### src/rtl/instr_loader_if.sv
// instr_loader_if: byte-stream input and instruction-memory write bus of the loader
interface instr_loader_if;
  logic [7:0]  in_data;
  logic        in_valid;
  logic        in_ready;
  logic        mem_we;
  logic [31:0] mem_addr;
  logic [31:0] mem_wd;
  modport master(output in_data, in_valid, input in_ready, mem_we, mem_addr, mem_wd);
  modport slave(input in_data, in_valid, output in_ready, mem_we, mem_addr, mem_wd);
endinterface

### src/rtl/instr_loader.sv
// instr_loader: parses a counted, checksummed byte stream into 32-bit instruction-memory writes
module instr_loader #(
  parameter int          DEPTH = 1024,
  parameter logic [31:0] BASE  = 32'h00000000
) (
  input  logic          clk,
  input  logic          rst,
  input  logic          start,
  instr_loader_if.slave bus,
  output logic          core_rst_n,
  output logic          done,
  output logic          err
);
  typedef enum logic [2:0] {HDR0, HDR1, DATA, CHK, DONE, ERR} state_t;
  state_t      r_state, w_next;
  logic [15:0] r_n, r_wcnt, w_n;
  logic [1:0]  r_lane;
  logic [7:0]  r_sum;
  logic [23:0] r_word;
  logic        r_we;
  logic [31:0] r_addr, r_wd;
  logic        w_acc, w_restart;
  // Status outputs decode straight from the state; the loader never stalls inside a frame
  always_comb begin
    bus.in_ready = r_state != DONE && r_state != ERR;
    bus.mem_we   = r_we;
    bus.mem_addr = r_addr;
    bus.mem_wd   = r_wd;
    core_rst_n   = r_state == DONE;
    done         = r_state == DONE;
    err          = r_state == ERR;
    w_acc        = bus.in_valid && bus.in_ready;
    w_restart    = start && (r_state == DONE || r_state == ERR);
    w_n          = {bus.in_data, r_n[7:0]};
  end
  // Next-state: header, data and checksum phases each advance only on accepted bytes
  always_comb begin
    w_next = r_state;
    case (r_state)
      HDR0: w_next = w_acc ? HDR1 : HDR0;
      HDR1: if (w_acc) w_next = (w_n == 16'd0) ? CHK : ({16'd0, w_n} > 32'(DEPTH)) ? ERR : DATA;
      DATA: if (w_acc && r_lane == 2'd3 && r_wcnt == r_n - 16'd1) w_next = CHK;
      CHK:  if (w_acc) w_next = (bus.in_data == r_sum) ? DONE : ERR;
      default: w_next = w_restart ? HDR0 : r_state;
    endcase
  end
  // State register
  always_ff @(posedge clk) begin
    if (rst) r_state <= HDR0;
    else r_state <= w_next;
  end
  // Datapath: header capture, little-endian word assembly, checksum and the registered write
  always_ff @(posedge clk) begin
    if (rst) begin
      r_n    <= '0;
      r_wcnt <= '0;
      r_lane <= '0;
      r_sum  <= '0;
      r_word <= '0;
      r_we   <= 1'b0;
      r_addr <= BASE;
      r_wd   <= '0;
    end else begin
      r_we <= 1'b0;
      if (w_restart) begin
        r_wcnt <= '0;
        r_lane <= '0;
        r_sum  <= '0;
      end
      if (w_acc && r_state == HDR0) r_n[7:0] <= bus.in_data;
      if (w_acc && r_state == HDR1) r_n[15:8] <= bus.in_data;
      if (w_acc && r_state == DATA) begin
        r_sum  <= r_sum + bus.in_data;
        r_lane <= r_lane + 2'd1;
        r_word <= {bus.in_data, r_word[23:8]};
        if (r_lane == 2'd3) begin
          r_we   <= 1'b1;
          r_wd   <= {bus.in_data, r_word};
          r_addr <= BASE + {14'd0, r_wcnt, 2'b00};
          r_wcnt <= r_wcnt + 16'd1;
        end
      end
    end
  end
endmodule

### src/flat_wrapper.sv
// flat-port wrapper written by rule: the top's interface ports become plain ports
module instr_loader_flat 
#(
  parameter int          DEPTH = 1024,
  parameter logic [31:0] BASE  = 32'h00000000
)
  (clk, rst, start, core_rst_n, done, err, bus_in_data, bus_in_valid, bus_in_ready, bus_mem_we, bus_mem_addr, bus_mem_wd);
  instr_loader_if bus_i ();
  input  logic clk;
  input  logic rst;
  input  logic start;
  output logic core_rst_n;
  output logic done;
  output logic err;
  input wire logic [$bits(bus_i.in_data)-1:0] bus_in_data;
  input wire logic [$bits(bus_i.in_valid)-1:0] bus_in_valid;
  output wire logic [$bits(bus_i.in_ready)-1:0] bus_in_ready;
  output wire logic [$bits(bus_i.mem_we)-1:0] bus_mem_we;
  output wire logic [$bits(bus_i.mem_addr)-1:0] bus_mem_addr;
  output wire logic [$bits(bus_i.mem_wd)-1:0] bus_mem_wd;
  assign bus_i.in_data = bus_in_data;
  assign bus_i.in_valid = bus_in_valid;
  assign bus_in_ready = bus_i.in_ready;
  assign bus_mem_we = bus_i.mem_we;
  assign bus_mem_addr = bus_i.mem_addr;
  assign bus_mem_wd = bus_i.mem_wd;
  instr_loader #(.DEPTH(DEPTH), .BASE(BASE)) u_core (.clk(clk), .rst(rst), .start(start), .bus(bus_i), .core_rst_n(core_rst_n), .done(done), .err(err));
endmodule
### config.mk
export PLATFORM = sky130hd
export DESIGN_NAME = instr_loader_flat
export DESIGN_NICKNAME = d
export VERILOG_FILES = /design/src/rtl/instr_loader_if.sv /design/src/rtl/instr_loader.sv /design/src/flat_wrapper.sv
export SDC_FILE = /design/constraint.sdc
export NUM_CORES = 1
export LEC_CHECK = 0
export CAP_MARGIN = 20
export CORE_ASPECT_RATIO = 1.4
export CORE_MARGIN = 2
export CORE_UTILIZATION = 35
export CTS_CLUSTER_DIAMETER = 50
export DETAILED_ROUTE_END_ITERATION = 12
export DONT_BUFFER_PORTS = 1
export PLACE_DENSITY = 0.47
export SETUP_SLACK_MARGIN = 0.1
export SLEW_MARGIN = 20
export SYNTH_ARGS = -nofsm -noshare
export SYNTH_HDL_FRONTEND = slang
export SYNTH_SLANG_ARGS = --single-unit
### constraint.sdc
create_clock -name clk -period 6.3 [get_ports clk]
set_input_delay 1.26 -clock clk [delete_from_list [all_inputs] [get_ports clk]]
set_output_delay 1.26 -clock clk [all_outputs]
set_load 0.1 [all_outputs]
==> results of run 1 <==
==> metal layers <==
layer	track usage, %	vias to the layer above	wire length (um)
li1	-	2261	-
met1	19.4	2050	5580
met2	30.9	88	7100
met3	4.63	15	558
met4	5.90	0	228
met5	0	-	0
==> power by group <==
| group | switching (mW) | leakage [nW] | internal [mW] |
|---|---|---|---|
| logic | 0.162 | 0.825 | 0.0770 |
| clock network | 0.390 | 0.290 | 0.560 |
| registers | 0.0251 | 0.952 | 0.763 |
| total | 0.577 | 2.07 | 1.40 |
==> registers in the layout, indices dropped and copies added, names as in the netlist <==
register / flops
u_core.bus.mem_addr: 16
u_core.bus.mem_wd: 32
u_core.bus.mem_we: 1
u_core.r_lane: 2
u_core.r_n: 16
u_core.r_state: 3
u_core.r_sum: 8
u_core.r_wcnt: 16
u_core.r_word: 24
==> per-stage QoR <==
step	setup WS [ns]	hold slack, ns	utilization (%)	area (um^2)	power (mW)
floorplan	2.02	0.432	-	5400	1.02
detailed placement	2.75	0.442	35.9	5380	1.04
global route	2.64	0.474	39.9	5970	2.06
CTS	2.30	0.452	39.8	5970	2.00
finish	2.70	0.452	39.9	5970	1.98
global placement	2.77	0.440	35.9	5380	1.04
==> cell usage in the layout, fill, tap and decap left out, drive strengths merged, types with 2 or more instances in the layout <==
| cell | count |
|---|---|
| conb | 16 |
| a211oi | 3 |
| or4 | 2 |
| xor2 | 18 |
| o21ai | 11 |
| and3 | 6 |
| or3 | 4 |
| clkbuf | 17 |
| a21o | 2 |
| nand3b | 2 |
| nand4 | 3 |
| nor2 | 38 |
| a311oi | 3 |
| nand3 | 28 |
| and2 | 2 |
| a31oi | 3 |
| nand2b | 7 |
| dfxtp | 118 |
| buf | 5 |
| nand2 | 210 |
| nand4b | 2 |
| a21oi | 111 |
| ha | 10 |
| xnor2 | 15 |
| or4b | 2 |
| nor4 | 4 |
| clkinv | 8 |
| inv | 12 |
| nor3 | 10 |
==> logic make-up after synthesis <==
logic type	Yosys count
DFF	118
AOI/OAI and AO/OA	144
xor gates and xnor gates	33
and+or+nand+nor	325
buffers and inverters	67
adders and majority gates	11
other	1
==> critical path: cells and delay by family, from the launching register on <==
kind	cells	cell delay, ns
DFF	1	0.42
and+or+nand+nor	2	1.51
==> how the worst max path moves through the flow <==
stage	start	end	slack, ns	cells after the start
finish	u_core.r_state[1]	err	2.70	2
global route	u_core.r_state[1]	err	2.64	2
CTS	u_core.r_state[1]	err	2.30	2
detailed placement	u_core.r_state[1]	err	2.75	2
global placement	u_core.r_state[1]	err	2.77	2
floorplan	u_core.r_state[1]	done	2.02	3
==> final cells by class <==
| type | instances | area (um^2) |
|---|---|---|
| clock buffer | 17 | 425 |
| clock inverter | 15 | 165 |
| fill | 1605 | 9010 |
| inverter | 6 | 22.5 |
| multi-input combinational | 529 | 2720 |
| sequential | 118 | 2360 |
| tap | 192 | 240 |
| timing repair buffer | 5 | 37.5 |
==> results, run 1 <==
- For this design the ratio of total power to cell area is around 330 nW/um^2.
- Summed over all cells, the static leakage comes to 2.07 nW.
- Counting distinct cell types in the post-synthesis netlist gives 51.
- The count of inserted antenna diode cells is 0.
- The clock passes through at most 2 buffers.
- In the post-synthesis netlist, the biggest area contributors are sky130_fd_sc_hd__dfxtp_1, sky130_fd_sc_hd__nand2_1, sky130_fd_sc_hd__a21oi_1, sky130_fd_sc_hd__xor2_1, sky130_fd_sc_hd__clkbuf_1.
- The data required time of the worst path is 5.04 ns.
- The critical path is of the reg -> out type.
- Along the worst path, the maximum fanout reaches 14.
- The net count of the finished layout is 700.
- The detail route stage leaves a number of antenna-violating nets equal to 0.
- Setup repair after global routing left no endpoint under its margin.
- Yosys mapped a number of flops with a built-in enable equal to 0.
- IR analysis of the VDD net gives a maximum drop of approximately 0.16 mV.
- Counting flops with an async set or reset pin after synthesis yields a share of 0%.
- After technology mapping, the gate count stands at between 600 and 700.
- For the final database, setup skew stands at approximately 0.0092 ns.
- The number of buffers added for setup after CTS is 0.
- The post-synthesis instance area is 5350 um^2.
- Setup violations remaining at the end of the flow were counted as 0.
- The worst min-delay path startpoint is u_core.r_word[2].
- Once the floorplan was initialized, standard cells occupied 35.7% of the core.
- In this run the vertical extent of the chip is around 150 um.
- For hold timing, the worst endpoint is u_core.bus.mem_wd[2].
- The synthesized flop and latch total is 118.
- The first TritonRoute pass finished after 4 iterations.
- The detailed router placed 4414 vias in this run.
- The chip width is 108 um.
- The worst pin sits at a relative slew slack of between 20 and 30%.
- The slowest stage cell on the critical path is sky130_fd_sc_hd__nor2_2.
- In this run the core area contains between 50 and 60 standard-cell rows.
- The worst hold path passes through 2 cells.
- The number of endpoints with negative hold slack in the final report is 0.
- The deepest level of the CTS H-tree is 4.
- Of the total synthesized cell area, the portion taken by full adders, half adders and majority gates is 2.71%.
- The number of antenna violations at the first check in global routing was 0.
- Across the run, the number of max-cap violations was 0.
- The post-detailed-route DRC marker count is 0.
- The area share of and/or/nand/nor cells after synthesis is 26.4%.
- The total CTS buffers is 17.
- The signal arrival time at the worst endpoint is 2.34 ns.
- The worst min-delay path class is reg -> reg.
- The post-CTS clock slew at the launch and capture registers of the worst setup and hold paths is 0.06 ns.
- The total overflow left after global routing is 0.
- The detailed router finished its first iteration with about 280 violations.
- The count of placed standard cells in the final layout, fillers left out is 882.
- The final critical path time including I/O delays and setup is 3.60 ns.
- In the finished design, the share of the clock period the worst path needs comes to 57.2%.
- Port buffering added 0 buffers.
- The most repeated cell in the gate-level netlist after synthesis is sky130_fd_sc_hd__nand2_1.
- The number of primary I/O pins is 81.
- The number of placed instances, taps included is 850.
- The worst reg2reg path startpoint is u_core.r_state[0].
- The final layout contains routed wiring with a total length of 13.5 mm.
- The CTS root buffer is sky130_fd_sc_hd__clkbuf_16.
- The fraction of synthesized cell area in xor and xnor cells is 5.41%.
- Buffers inserted to repair hold after CTS numbered 0.
- The flow ran to the end, and the final reports show no timing, DRC or antenna violations.
- Walking the worst path, the cells encountered are nand2b_2 > nor2_2.
- In the final layout, the share of cells above drive strength 1 is 7.54%.
- The number of gates resized after CTS was 0.
- The setup TNS is 0 ns.
- The max-slew violation count is 0.
- The wire length per cell after detailed routing is 15.3 um.
- The number of synthesis warnings is 0.
- The endpoint identified for the worst register-to-register timing path is u_core.r_wcnt[5].
- The core outline area is 15000 um^2.
- The element type at the critical path start is a register.
- In this design, the stage delay of the slowest critical-path cell is ~0.96 ns.
- The internal reg-to-reg setup slack is 3.59 ns.
- The clock drives ~120 sinks.
- The relative area change from synthesis to final layout is 11.7%.
- The placed wire-length estimate after detailed placement is 9.02 mm.
- The critical path endpoint category is a primary output.
- The die covers 16300 um^2.
- TritonCTS built the clock tree.
- The ratio of routed vias to standard cells is between 5 and 6.
- The number of global-route vias before repair came to roughly 4300.
- Counting cells, the worst reg-to-reg path comes to 7.
- The flip-flop cell with the highest count after synthesis is sky130_fd_sc_hd__dfxtp_1.
- The clock insertion delay at the later pin of the skew report is 0.41 ns.
- Entering global routing, the biggest net connects 110 pins.
- The synthesized design devotes to its leading area cell type 44.2% of total area.
- At the pin with the least slew margin, the transition time is 1.06 ns.
- In the synthesized netlist, mux cells make up 0% of the area.
- Based on the critical path, the design can be clocked at up to 0.278 GHz.
- A synthesized cell averages 7.65 um^2.
- Sequential elements use 44.2% of the synthesized area.
- The synthesized netlist devotes between 10 and 15% of its cell area to compound gates.
- The wire length of the first global-routing pass is 21.9 mm.
- After synthesis, the most frequently instantiated cells are sky130_fd_sc_hd__nand2_1, sky130_fd_sc_hd__dfxtp_1, sky130_fd_sc_hd__a21oi_1.
- The final estimated routing congestion in global placement is 0.768.
- The largest total area in the synthesized netlist belongs to sky130_fd_sc_hd__dfxtp_1.
- The global router's overall resource usage is 17.2%.
- By area, the combinational part of the netlist is dominated by simple AND/OR/NAND/NOR gates.
(Power assumes the default switching activity.)
==> run 2: changes to the inputs <==
==> constraint.sdc (replaced) <==
create_clock -name clk -period 3.65 [get_ports clk]
set_input_delay 0.73 -clock clk [delete_from_list [all_inputs] [get_ports clk]]
set_output_delay 0.73 -clock clk [all_outputs]
set_load 0.1 [all_outputs]
==> run 2 against run 1 <==
Against the previous run:
- first-iteration DRC count shrank 23%
- global-route usage is 0.51 points higher
- die area is the same
- combinational power increased by 73%
- wire length is 2.8% higher
- via count is 3.0% higher
- worst hold slack got worse by 0.074 ns
- core utilization rose by 0.16 points
- critical path type unchanged
==> results, run 2 (synthesis gave the netlist of run 1 again) <==
- The run finished with clean final reports.
- The highest net fanout along the worst path was 14 (unchanged).
- TritonCTS built the clock tree.
- The share of layout cells above drive strength 1 is 7.79% (+0.26 points).
- The count of inserted antenna diode cells came to 0 (unchanged).
- The wire length per cell after detailed routing is 15.6 um (+2.4%).
- The internal reg-to-reg setup slack is 1.08 ns (-2.51 ns).
- The number of port buffers came to 0 (unchanged).
- The data required time of the worst path was 2.92 ns (-2.12 ns).
- The global router's overall resource usage came to 17.7% (+0.51 points).
- The cell depth of the worst hold path is 1 (-1).
- The number of global-route vias before repair is 4450 (+4.3%).
- The ratio of routed vias to standard cells came to 5.14 (+2.7%).
- The post-CTS resize count came to 0 (unchanged).
- The total design power is 3.47 mW (+76%).
- In this run the worst hold path is classified as in -> reg.
- The post-detailed-route DRC marker count was 0 (unchanged).
- The vertical die dimension is 150 um (unchanged).
- The power density relative to cell area came to 579 nW/um^2 (+75%).
- The core outline area was 15000 um^2 (unchanged).
- The number of sinks handled by clock tree synthesis is 118 (unchanged).
- The least setup slack across all paths after layout is 1.05 ns (-1.64 ns).
- The worst setup timing slack at the placement stage is 1.09 ns (-1.66 ns).
- The number of iterations in the first detailed-routing pass is 4 (unchanged).
- The normalized max-slew margin is 31.1% (+1.5 points).
- The final net count came to 703 (+0.43%).
- The wire length reported by the detailed router is 13.8 mm (+2.8%).
- The top cell types in the final layout, fill and taps aside, are sky130_fd_sc_hd__nand2_1, sky130_fd_sc_hd__dfxtp_1, sky130_fd_sc_hd__a21oi_1.
- The flip-flop count of the largest register after layout was 32 (unchanged).
- Subtracting the final worst setup slack from the clock period gives 2.60 ns.
- The deepest level of the CTS H-tree is 4 (unchanged).
- The worst path uses a little under three quarters of the clock period.
- The number of violations of the max-capacitance limit came to 0 (unchanged).
- The initial core utilization was 35.7% (unchanged).
- The cell depth of the worst flop-to-flop path is 9 (+2).
- The number of antenna violations at the first check in global routing is 0 (unchanged).
- The chip width is 108 um (unchanged).
- The first-iteration detailed-routing DRC count is 218 (-23%).
- The final estimated routing congestion in global placement came to 0.772 (+0.51%).
- The post-route core utilization is 40.0% (+0.16 points).
- The clock insertion delay at the later pin of the skew report is 0.42 ns (about the same).
- The static power due to leakage is 2.07 nW (+0.35%).
- The critical path endpoint category is a primary output.
- The maximum count of clock buffers along a single path is 2 (unchanged).
- The max-slew violation count is 0 (unchanged).
- The top achievable clock speed is 0.385 GHz.
- The clock skew after layout is 0.00931 ns (+0.0000795 ns).
- The CTS root buffer is sky130_fd_sc_hd__clkbuf_16.
- Setup repair after global routing left no endpoint under its margin.
- The maximum number of pins on one net before global-route repair was 110 (unchanged).
- The setup path with the least slack is of type reg -> out.
- The via count is 4547 (+3.0%).
- The number of buffers added for setup after CTS is 0 (unchanged).
- The transition at the pin with the smallest max-transition slack was 1.03 ns (-0.0229 ns).
- The worst setup path is launched from a register.
- The setup TNS is 0 ns (unchanged).
- The number of setup violations in the final report was 0 (unchanged).
- The total global routing overflow is 0 (unchanged).
- The wire length of the first global-routing pass is 22.1 mm (+0.69%).
- The signal arrival time at the worst endpoint is 1.87 ns (-0.47 ns).
- The area enclosed by the die boundary was 16300 um^2 (unchanged).
- The number of endpoints with negative hold slack in the final report is 0 (unchanged).
- The number of buffers added to fix hold violations after cts was 0 (unchanged).
- The library cell used most frequently in the layout, excluding fill and tap cells, is sky130_fd_sc_hd__nand2_1.
- The total CTS buffers is 17 (unchanged).
- The maximum VDD drop was 0.272 mV (+66%).
- The smallest hold slack is 0.378 ns (-0.0739 ns).
- The number of routed nets with antenna violations is 0 (unchanged).
- From synthesis to final layout, the design area changed by 12.2%.
- The count of standard-cell rows is 53 (unchanged).
- The post-CTS clock slew at the launch and capture registers of the worst setup and hold paths came to 0.06 ns (about the same).
- The number of primary I/O pins came to 81 (unchanged).
- The placed wire-length estimate after detailed placement was 9.30 mm (+3.1%).
run 2: changes by cell type in the layout (fill, tap and decap cells not counted), sizes merged:
cell      delta
bufinv       +1
clkinvlp     +3
clkinv       -4
buf          +3
run 2: metrics by stage:
| step | instances | cell area, um^2 |
|---|---|---|
| 6_report | 885 | 6000 |
| 5_1_grt | 885 | 6000 |
| 4_1_cts | 885 | 6000 |
| 3_5_place_dp | 853 | 5400 |
| 3_3_place_gp | 853 | 5400 |
| 2_1_floorplan | 714 | 5410 |
run 2: per-layer routing:
metal  up-vias  track usage [%]  wire (um)
li1       2279                -          -
met1      2125             18.9       5570
met2       110             31.3       7170
met3        33             5.28        698
met4         0             8.85        402
met5         -                0          0
run 2: worst max-delay path: stages (launching register included):
cell                       delay (ns)
sky130_fd_sc_hd__dfxtp_1         0.43
sky130_fd_sc_hd__nand2b_1        0.20
sky130_fd_sc_hd__buf_4           0.24
sky130_fd_sc_hd__nor2_4          0.11
sky130_fd_sc_hd__buf_4           0.47
run 2: worst paths after layout:
check	start	end
max	u_core.r_state[1]	done
min	rst	u_core.bus.mem_addr[7]
max reg2reg	u_core.r_n[0]	u_core.r_state[0]
min reg2reg	u_core.r_word[2]	u_core.bus.mem_wd[2]
run 2: layout make-up:
cell class | instances | area, um^2
clock inverters | 15 | 169
inverters | 6 | 22.5
multi-input cells | 529 | 2720
well taps | 192 | 240
clock buffers | 17 | 425
repair buffers | 8 | 60.1
fillers | 1613 | 8990
flip-flops and latches | 118 | 2360
run 2: report_power, final:
group	total (mW)	internal (mW)	leakage (nW)	switching [mW]
Combinational	0.414	0.134	0.838	0.280
Sequential	1.36	1.32	0.952	0.0452
Clock	1.69	1.02	0.283	0.674
==> run 3: changes to the inputs <==
==> constraint.sdc (replaced) <==
create_clock -name clk -period 2.55 [get_ports clk]
set_input_delay 0.51 -clock clk [delete_from_list [all_inputs] [get_ports clk]]
set_output_delay 0.51 -clock clk [all_outputs]
set_load 0.1 [all_outputs]
==> run 3 against run 2 <==
Against the previous run:
- total power increased by 51%
- clock power increased by 57%
- critical path type is now reg -> reg
- die area unchanged
- register-to-register slack got worse by 0.95 ns
- clock-buffer cell count unchanged
- cell count increased by 6.0%
- largest cell class unchanged
- wire length increased by 0.51%
- setup slack got worse by 0.92 ns
- first-iteration DRC count decreased by 1.4%
- largest power group unchanged
- highest routed layer unchanged
- combinational power increased by 57%
- cell area increased by 9.1%
==> results, run 3 (synthesis gave the netlist of run 1 again) <==
- The area enclosed by the die boundary is 16300 um^2 (unchanged).
- The wire length reported by the detailed router is 13.9 mm (+0.51%).
- The placed wire-length estimate after detailed placement is 9.46 mm (+1.8%).
- The wire length of the first global-routing pass is 22.8 mm (+3.2%).
- The max-slew violation count is 0 (unchanged).
- The number of setup violations in the final report is 0 (unchanged).
- The signal on the critical path passes through inv_2 > ha_4 > or4b_4 > nor2_4 > xnor2_2 > a2111oi_4 > nand4_1 > or4_4 > a211oi_2.
- The critical path endpoint category is a register.
- The number of global-route vias before repair came to 4578 (+2.9%).
- The total CTS buffers is 17 (unchanged).
- The setup TNS came to 0 ns (unchanged).
- The number of routed nets with antenna violations is 0 (unchanged).
- The post-route core utilization is 43.7% (+3.6 points).
- The maximum count of clock buffers along a single path was 2 (unchanged).
- TritonCTS built the clock tree.
- The top cell types in the final layout, fill and taps aside, are sky130_fd_sc_hd__nand2_1, sky130_fd_sc_hd__dfxtp_1, sky130_fd_sc_hd__a21oi_1.
- The tree is rooted in a sky130_fd_sc_hd__clkbuf_16.
- The relative area change from synthesis to final layout is 22.4%.
- STA classifies the critical path startpoint as a register.
- The via count came to 4700 (+3.4%).
- The post-detailed-route DRC marker count is 0 (unchanged).
- The internal reg-to-reg setup slack is 0.13 ns (-0.95 ns).
- The endpoint of the worst hold path is u_core.bus.mem_wd[15].
- The most common cell after layout, fill and taps aside is sky130_fd_sc_hd__nand2_1.
- The worst setup timing slack at the placement stage is -0.0241 ns (-1.11 ns).
- The endpoint identified for the worst register-to-register timing path is u_core.r_state[0].
- The count of standard-cell rows was 53 (unchanged).
- The transition at the pin with the smallest max-transition slack is 0.866 ns (-0.166 ns).
- The sequential cell area is 2360 um^2 (+0.11%).
- The flip-flop count of the largest register after layout is 32 (unchanged).
- The wire length per cell after detailed routing was 14.8 um (-5.2%).
- The post-CTS clock slew at the launch and capture registers of the worst setup and hold paths is 0.06 ns (about the same).
- The global router's overall resource usage is 18.0% (+0.24 points).
- The slowest stage cell on the critical path is sky130_fd_sc_hd__or4b_4.
- The path class of the tightest hold or removal check is in -> reg.
- The final estimated routing congestion in global placement is 0.789 (+2.3%).
- The first-iteration detailed-routing DRC count is 215 (-1.4%).
- The worst reg2reg path startpoint is u_core.r_n[1].
- The kind of critical path is reg -> reg.
- The clock insertion delay at the later pin of the skew report came to 0.41 ns (about the same).
- The number of primary I/O pins is 81 (unchanged).
- The core outline area came to 15000 um^2 (unchanged).
- The number of violations of the max-capacitance limit is 0 (unchanged).
- The initial core utilization was 35.7% (unchanged).
- The cell depth of the worst hold path is 1 (unchanged).
- The least setup slack across all paths after layout was 0.129 ns (-0.924 ns).
- The count of fill cells added during filler insertion is 1624 (+0.68%).
- The data required time of the worst path is 2.88 ns (-0.04 ns).
- The number of port buffers was 0 (unchanged).
- The worst min-delay path startpoint is rst.
- Setup repair after global routing could not meet its margin everywhere.
- The static power due to leakage came to 2.42 nW (+17%).
- Derived from the worst setup path, the maximum achievable clock frequency is 0.413 GHz.
- The count of inserted antenna diode cells came to 0 (unchanged).
- The clock skew after layout is 0.00953 ns (+0.000226 ns).
- The multi-input logic area was 2780 um^2 (+2.1%).
- The power density relative to cell area is 802 nW/um^2 (+39%).
- The flow ran to the end, and the final reports show no timing, DRC or antenna violations.
- The number of sinks handled by clock tree synthesis came to 118 (unchanged).
- The number of antenna violations at the first check in global routing is 0 (unchanged).
- The number of endpoints with negative hold slack in the final report is 0 (unchanged).
- The maximum number of pins on one net before global-route repair is 110 (unchanged).
- After layout, the minimum clock period comes to 2.42 ns.
- The worst path uses 94.9% of the clock period.
- The vertical die dimension is 150 um (unchanged).
- The number of iterations in the first detailed-routing pass is 4 (unchanged).
- The share of layout cells above drive strength 1 is 15.5% (+7.8 points).
- The maximum VDD drop is 0.407 mV (+50%).
- The number of buffers added to fix hold violations after cts was 0 (unchanged).
- The deepest level of the CTS H-tree is 4 (unchanged).
- The total global routing overflow was 0 (unchanged).
- The delay of the slowest critical-path stage is 0.48 ns (about the same).
- The highest net fanout along the worst path is 4 (-10).
- The ratio of routed vias to standard cells came to 5.01 (-2.5%).
- The final net count is 757 (+7.7%).
- The cell depth of the worst flop-to-flop path was 9 (unchanged).
- The normalized max-slew margin came to 41.8% (+11 points).
- The signal arrival time at the worst endpoint is 2.75 ns (+0.88 ns).
- The chip width is 108 um (unchanged).
## run 3: power by group
| group | internal, mW | switching [mW] | total [mW] |
|---|---|---|---|
| registers | 1.89 | 0.0656 | 1.95 |
| logic | 0.227 | 0.424 | 0.652 |
| clock network | 1.74 | 0.907 | 2.65 |
| total | 3.85 | 1.40 | 5.25 |
## run 3: area by class of cell
type | instances | share of cell area [%]
clock buffer | 17 | 6.50
inverter | 6 | 0.344
sequential | 118 | 36.1
multi-input combinational | 529 | 42.4
timing repair buffer | 62 | 7.49
clock inverter | 14 | 3.44
tap | 192 | 3.67
## run 3: what timing repair did
item,in CTS,in global routing
buffers inserted,0,0
pin swaps,3,3
gates cloned,0,0
resized for setup,5,7
setup endpoints to repair,1,1
## run 3: how the worst max path moves through the flow
stage	from	endpoint	cells past startpoint
after floorplan	u_core.r_n[0]	u_core.r_state[0]	9
after global placement	u_core.r_n[0]	u_core.r_state[0]	9
after detailed placement	u_core.r_n[0]	u_core.r_state[0]	9
after CTS	u_core.r_n[0]	u_core.r_state[0]	9
after global routing	u_core.r_n[1]	u_core.r_state[0]	9
final	u_core.r_n[1]	u_core.r_state[0]	9
## run 3: stage by stage
step                area, um^2  instances  power (mW)  hold WS, ns
detailed placement        5840        907        2.61        0.438
global route              6550        938        5.46        0.143
floorplan                 5420        714        2.53        0.432
CTS                       6510        938        5.29        0.144
global placement          5840        907        2.59        0.441
finish                    6550        938        5.25        0.164
## run 3: worst max-delay path, delay by kind of cell, from the launching register on
| kind | cells | cell delay (ns) |
|---|---|---|
| fa+ha+maj | 1 | 0.13 |
| compound gates | 2 | 0.53 |
| flops | 1 | 0.33 |
| buf+inv | 1 | 0.07 |
| xor+xnor | 1 | 0.09 |
| simple gates | 4 | 1.18 |
## run 3: layer usage
metal	wire length, um	track usage (%)	up-vias	part of all wire [%]
met5	0	0	-	0
met2	7500	32.2	87	54
met3	539	4.37	11	3.9
met4	143	6.22	0	1.0
met1	5730	20.6	2226	41
li1	-	-	2376	-
==> variant 1, RTL diff (settings of run 2) <==
The 6 states of `state_t` get a one-hot encoding in 6 bits.
--- a/src/rtl/instr_loader.sv
+++ b/src/rtl/instr_loader.sv
@@ -12,5 +12,5 @@
   output logic          err
 );
-  typedef enum logic [2:0] {HDR0, HDR1, DATA, CHK, DONE, ERR} state_t;
+  typedef enum logic [5:0] {HDR0 = 6'b000001, HDR1 = 6'b000010, DATA = 6'b000100, CHK = 6'b001000, DONE = 6'b010000, ERR = 6'b100000} state_t;
   state_t      r_state, w_next;
   logic [15:0] r_n, r_wcnt, w_n;
Check against the original RTL: same outputs for any inputs over 4 cycles, from zero or initial values and one cycle with rst high; so few cycles prove little.
==> variant 1 against run 2 <==
  * Setup slack got worse by 0.43 ns
  * Area after synthesis increased by 7.3%
  * Hold slack improved by 0.012 ns
  * Clock power increased by 9%
  * Count of clock-buffer cells in the layout increased by 1
  * Sequential power increased by 6%
  * Fmax decreased by 14%
  * Total power increased by 17%
  * Sequential cell count increased by 3
  * Routed wire length increased by 7.3%
  * Cell area increased by 6.6%
  * Largest cell class unchanged
==> variant 1: results (changes against run 2) <==
| Metric | Value |
|---|---|
| Mean routed wirelength per cell | 16.5 microns (+5.5%) |
| Crit Path Max Fanout | 10 (-4) |
| N_diodes | 0 (unchanged) |
| Post-CTS Resized | 0 (unchanged) |
| Top-area cell type share of the netlist area | 42.2% (-2.0 points) |
| Port Buffers | 0 (unchanged) |
| Gr usage total | 17.2% (-0.56 points) |
| Global-route wire length before repair | 24.0 mm (+8.6%) |
| Top post-synthesis cells by area | dfxtp_1 42%, nand2_1 11%, a21oi_1 8.5% |
| CP max stage delay | 0.48 ns |
| Initial DRT Pass Iterations | 4 (unchanged) |
| Largest net degree at the start of global routing | 119 (+8.2%) |
| Post-synthesis async set-or-reset flop share | 0% (unchanged) |
| Synth top cells by count | 166 x nand2_1, 121 x dfxtp_1, 97 x a21oi_1 |
| Fin nets | 711 (+1.1%) |
| Slowest stage cell, crit path | dfxtp_1 |
| DP Worst Slack | 0.654 ns (-0.432 ns) |
| Vias/cell | 5.29 (+3.0%) |
| Slew @ Worst Pin | 0.988 ns (-0.0441 ns) |
| Setup Buffers After CTS | 0 (unchanged) |
| Number of H-tree levels | 4 (unchanged) |
| CTS Buffer Depth | 2 (unchanged) |
| Sequential fraction of the synthesis area | 42.2% (-2.0 points) |
| Cts bufs inserted | 17 (unchanged) |
| GP Congestion | 0.854 (+11%) |
| Netlist cell types | 61 (+20%) |
| DR iter-0 viols | 228 (+4.6%) |
| Yosys warnings | 0 (unchanged) |
| Post-Place Cell Area | 5740 sq um (+6.2%) |
| Initial antenna violation count | 0 (unchanged) |
| Status | finished clean |
| VDD IR max | 0.000260 V (-4.3%) |
| Post-DP HPWL | 9.99 mm (+7.5%) |
| Critical path arrival | 3.32 ns (+1.45 ns) |
| Pleak | 2.35 nW (+13%) |
| Max reg flops | 32 (unchanged) |
| Clock Pin Slew Worst Setup and Hold Paths | 0.06 ns (about the same) |
| DP Cell Count | 868 (+1.8%) |
| Worst min path class | primary input to flop |
| Layout cells sized above 1 | 8.27% (+0.48 points) |
| Root Buffer Master | clkbuf_16 |
| Cells after Synth | 713 (+2.0%) |
| Vias in the first global route | 4714 (+5.9%) |
| Clk_lat worst skew | 0.41 ns |
| Worst Skew | 0.00966 ns (+0.000350 ns) |
| Via count | 4762 (+4.7%) |
==> variant 1: final timing paths <==
kind,startpoint,endpoint,slack (ns),depth (start not counted)
hold / removal,rst,u_core.r_state[1],0.39,1
setup reg to reg,u_core.r_n[0],u_core.r_state[4],0.63,9
setup / recovery,u_core.r_n[0],u_core.r_state[4],0.63,9
hold reg to reg,u_core.r_word[5],u_core.bus.mem_wd[5],0.45,2
==> variant 1: worst max-delay path: cells and delay by family, from the launching register on <==
kind | cells | cell delay [ns]
compound gates | 4 | 0.97
flops | 1 | 0.48
buf+inv | 1 | 0.08
mux | 1 | 0.31
simple gates | 2 | 0.77
fa+ha+maj | 1 | 0.31
==> variant 1: where the power goes <==
part	switching [mW]	internal, mW
Clock	0.668	1.18
Sequential	0.0825	1.36
Combinational	0.449	0.315
==> variant 1: routing by layer <==
| metal | global-route usage [%] | vias to the layer above | share of wire (%) |
|---|---|---|---|
| met4 | 6.97 | 0 | 2.3 |
| li1 | - | 2360 | - |
| met1 | 18.9 | 2266 | 41 |
| met2 | 31.5 | 109 | 53 |
| met3 | 4.05 | 27 | 3.7 |
| met5 | 0 | - | 0 |
==> variant 1: final cells by class <==
class | instances | area (sq um)
Tap cell | 199 | 249
Inverter | 10 | 37.5
Timing Repair Buffer | 7 | 52.6
Multi-Input combinational cell | 531 | 2980
Clock buffer | 18 | 439
Sequential cell | 121 | 2420
Clock inverter | 14 | 210
Fill cell | 1669 | 9710
==> variant 1: cells by family (layout without fill, tap and decap cells) <==
logic type      count (synthesis)  after routing  synth area share (%)
buf+inv                        76             49                  7.15
fa+ha+maj                      11             11                  2.53
other cells                     1             16                0.0653
mux                            22             22                  3.95
xor+xnor                       31             31                  4.73
flops                         121            121                  42.2
compound gates                137            137                  14.3
simple gates                  314            314                  25.1
==> variant 2, RTL diff (config.mk and constraints of run 2) <==
Without the edit above. `DEPTH` is set to 1024 in 2 places; all go to 512.
--- a/src/rtl/instr_loader.sv
+++ b/src/rtl/instr_loader.sv
@@ -1,5 +1,5 @@
 // instr_loader: parses a counted, checksummed byte stream into 32-bit instruction-memory writes
 module instr_loader #(
-  parameter int          DEPTH = 1024,
+  parameter int          DEPTH = 512,
   parameter logic [31:0] BASE  = 32'h00000000
 ) (
--- a/src/flat_wrapper.sv
+++ b/src/flat_wrapper.sv
@@ -2,5 +2,5 @@
 module instr_loader_flat 
 #(
-  parameter int          DEPTH = 1024,
+  parameter int          DEPTH = 512,
   parameter logic [31:0] BASE  = 32'h00000000
 )
Function: changed (a bounded check fails within 4 cycles, from zero or initial values and one cycle with rst high).
==> variant 2 against run 2 <==
  * Area after synthesis rose by 0.87%
  * Setup slack got worse by 0.58 ns
  * Cell area rose by 1.3%
  * Count of clock-buffer cells in the layout did not move
  * Total power fell by 3.4%
  * Sequential cell count did not move
  * Sequential power fell by 3%
  * Clock power rose by 5%
  * Routed wire length rose by 5.4%
  * Critical path type unchanged
==> variant 2: results (changes against run 2) <==
| Metric | Value |
|---|---|
| Filler cell count | 1530 (-5.1%) |
| Worst Skew | 0.00850 ns (-0.000808 ns) |
| Via count | 4536 (-0.24%) |
| DP Cell Count | 851 (-0.23%) |
| Post-synthesis async set-or-reset flop share | 0% (unchanged) |
| Clk_lat worst skew | 0.42 ns (about the same) |
| CTS Buffer Depth | 2 (unchanged) |
| Fin nets | 701 (-0.28%) |
| Critical path arrival | 2.45 ns (+0.58 ns) |
| Mean routed wirelength per cell | 16.5 microns (+5.7%) |
| Routed wire length on met2 | 8.06 mm (+12%) |
| GP Congestion | 0.829 (+7.4%) |
| Vias/cell | 5.14 (about the same) |
| Setup Buffers After CTS | 0 (unchanged) |
| Avg Cell Area, Syn | 7.71 sq um (+0.87%) |
| Number of H-tree levels | 4 (unchanged) |
| Gr usage total | 18.1% (+0.34 points) |
| Yosys warnings | 0 (unchanged) |
| WL met3 | 504 microns (-28%) |
| M1 WL | 5.87 mm (+5.4%) |
| Top post-synthesis cells by area | dfxtp_1 44%, nand2_1 14%, a21oi_1 10% |
| Met1 track demand over resource | 20.1% (+1.1 points) |
| Post-Place Cell Area | 5460 sq um (+1.0%) |
| Post-DP HPWL | 10.0 mm (+7.9%) |
| Global-route wire length before repair | 22.7 mm (+2.6%) |
| GRT met2 Usage | 33.0% (+1.7 points) |
| Layout cells sized above 1 | 6.95% (-0.85 points) |
| M3 GR Usage | 4.13% (-1.2 points) |
| Worst slew margin | 32.1% (+1.1 points) |
| Crit Path Max Fanout | 9 (-5) |
| Worst r2r path cells | 8 (-1) |
| DP Worst Slack | 0.915 ns (-0.171 ns) |
| Pleak | 2.15 nW (+3.8%) |
| P_sw | 0.881 mW (-12%) |
| Synth top cells by count | 204 x nand2_1, 118 x dfxtp_1, 113 x a21oi_1 |
| VDD IR max | 0.000250 V (-7.9%) |
| Status | finished clean |
| Sequential fraction of the synthesis area | 43.8% (-0.38 points) |
| Largest net degree at the start of global routing | 106 (-3.6%) |
| Worst min path class | primary input to flop |
| Post-CTS Resized | 0 (unchanged) |
| Netlist cell types | 52 (+2.0%) |
| Vias in the first global route | 4318 (-3.0%) |
| Clock Pin Slew Worst Setup and Hold Paths | 0.06 ns (about the same) |
| Initial DRT Pass Iterations | 5 (+1) |
| DR iter-0 viols | 211 (-3.2%) |
-- variant 2: cell count changes in the layout (fill, tap and decap cells not counted), moves of 5 or more --
cell,delta
nand3_1,-14
inv_1,+5
nor2b_1,+7
nor4_1,+5
nor2_1,-7
nand2_1,-5
-- variant 2: area by class of cell --
class	instances	area (sq um)	area share [%]
Multi-Input combinational cell	524	2770	45.6
Sequential cell	118	2360	38.9
Clock buffer	17	425	7.00
Tap cell	192	240	3.95
Clock inverter	15	195	3.21
Timing Repair Buffer	6	45.0	0.741
Inverter	11	41.3	0.679
-- variant 2: logic make-up after synthesis --
logic type | count (synthesis) | synth area share (%)
AOI/OAI and AO/OA | 144 | 14.6
xor gates and xnor gates | 34 | 5.78
adders and majority gates | 11 | 2.69
buffers and inverters | 72 | 6.33
DFF | 118 | 43.8
muxes | 3 | 0.580
other | 1 | 0.0695
and+or+nand+nor | 316 | 26.1
-- variant 2: final timing paths --
path / to / start / slack, ns
setup reg to reg: u_core.r_state[0] / u_core.r_n[0] / 0.95
hold / removal: u_core.r_n[15] / rst / 0.38
hold reg to reg: u_core.bus.mem_wd[6] / u_core.r_word[6] / 0.45
setup / recovery: done / u_core.r_state[2] / 0.47
-- variant 2: power groups by stage --
| stage | Sequential [mW] | Clock (mW) | Combinational (mW) |
|---|---|---|---|
| 6_report | 1.32 | 1.77 | 0.262 |
| 5_1_grt | 1.33 | 1.85 | 0.281 |
| 4_1_cts | 1.32 | 1.79 | 0.260 |
| 3_5_place_dp | 1.35 | 0 | 0.259 |
| 3_3_place_gp | 1.35 | 0 | 0.256 |
| 2_1_floorplan | 1.34 | 0 | 0.264 |
-- variant 2: worst max-delay path: stages, from the launching register on --
cell,delay (ns)
dfxtp_1,0.53
nor2b_1,0.34
inv_1,0.49
nor2_4,0.19
buf_4,0.49
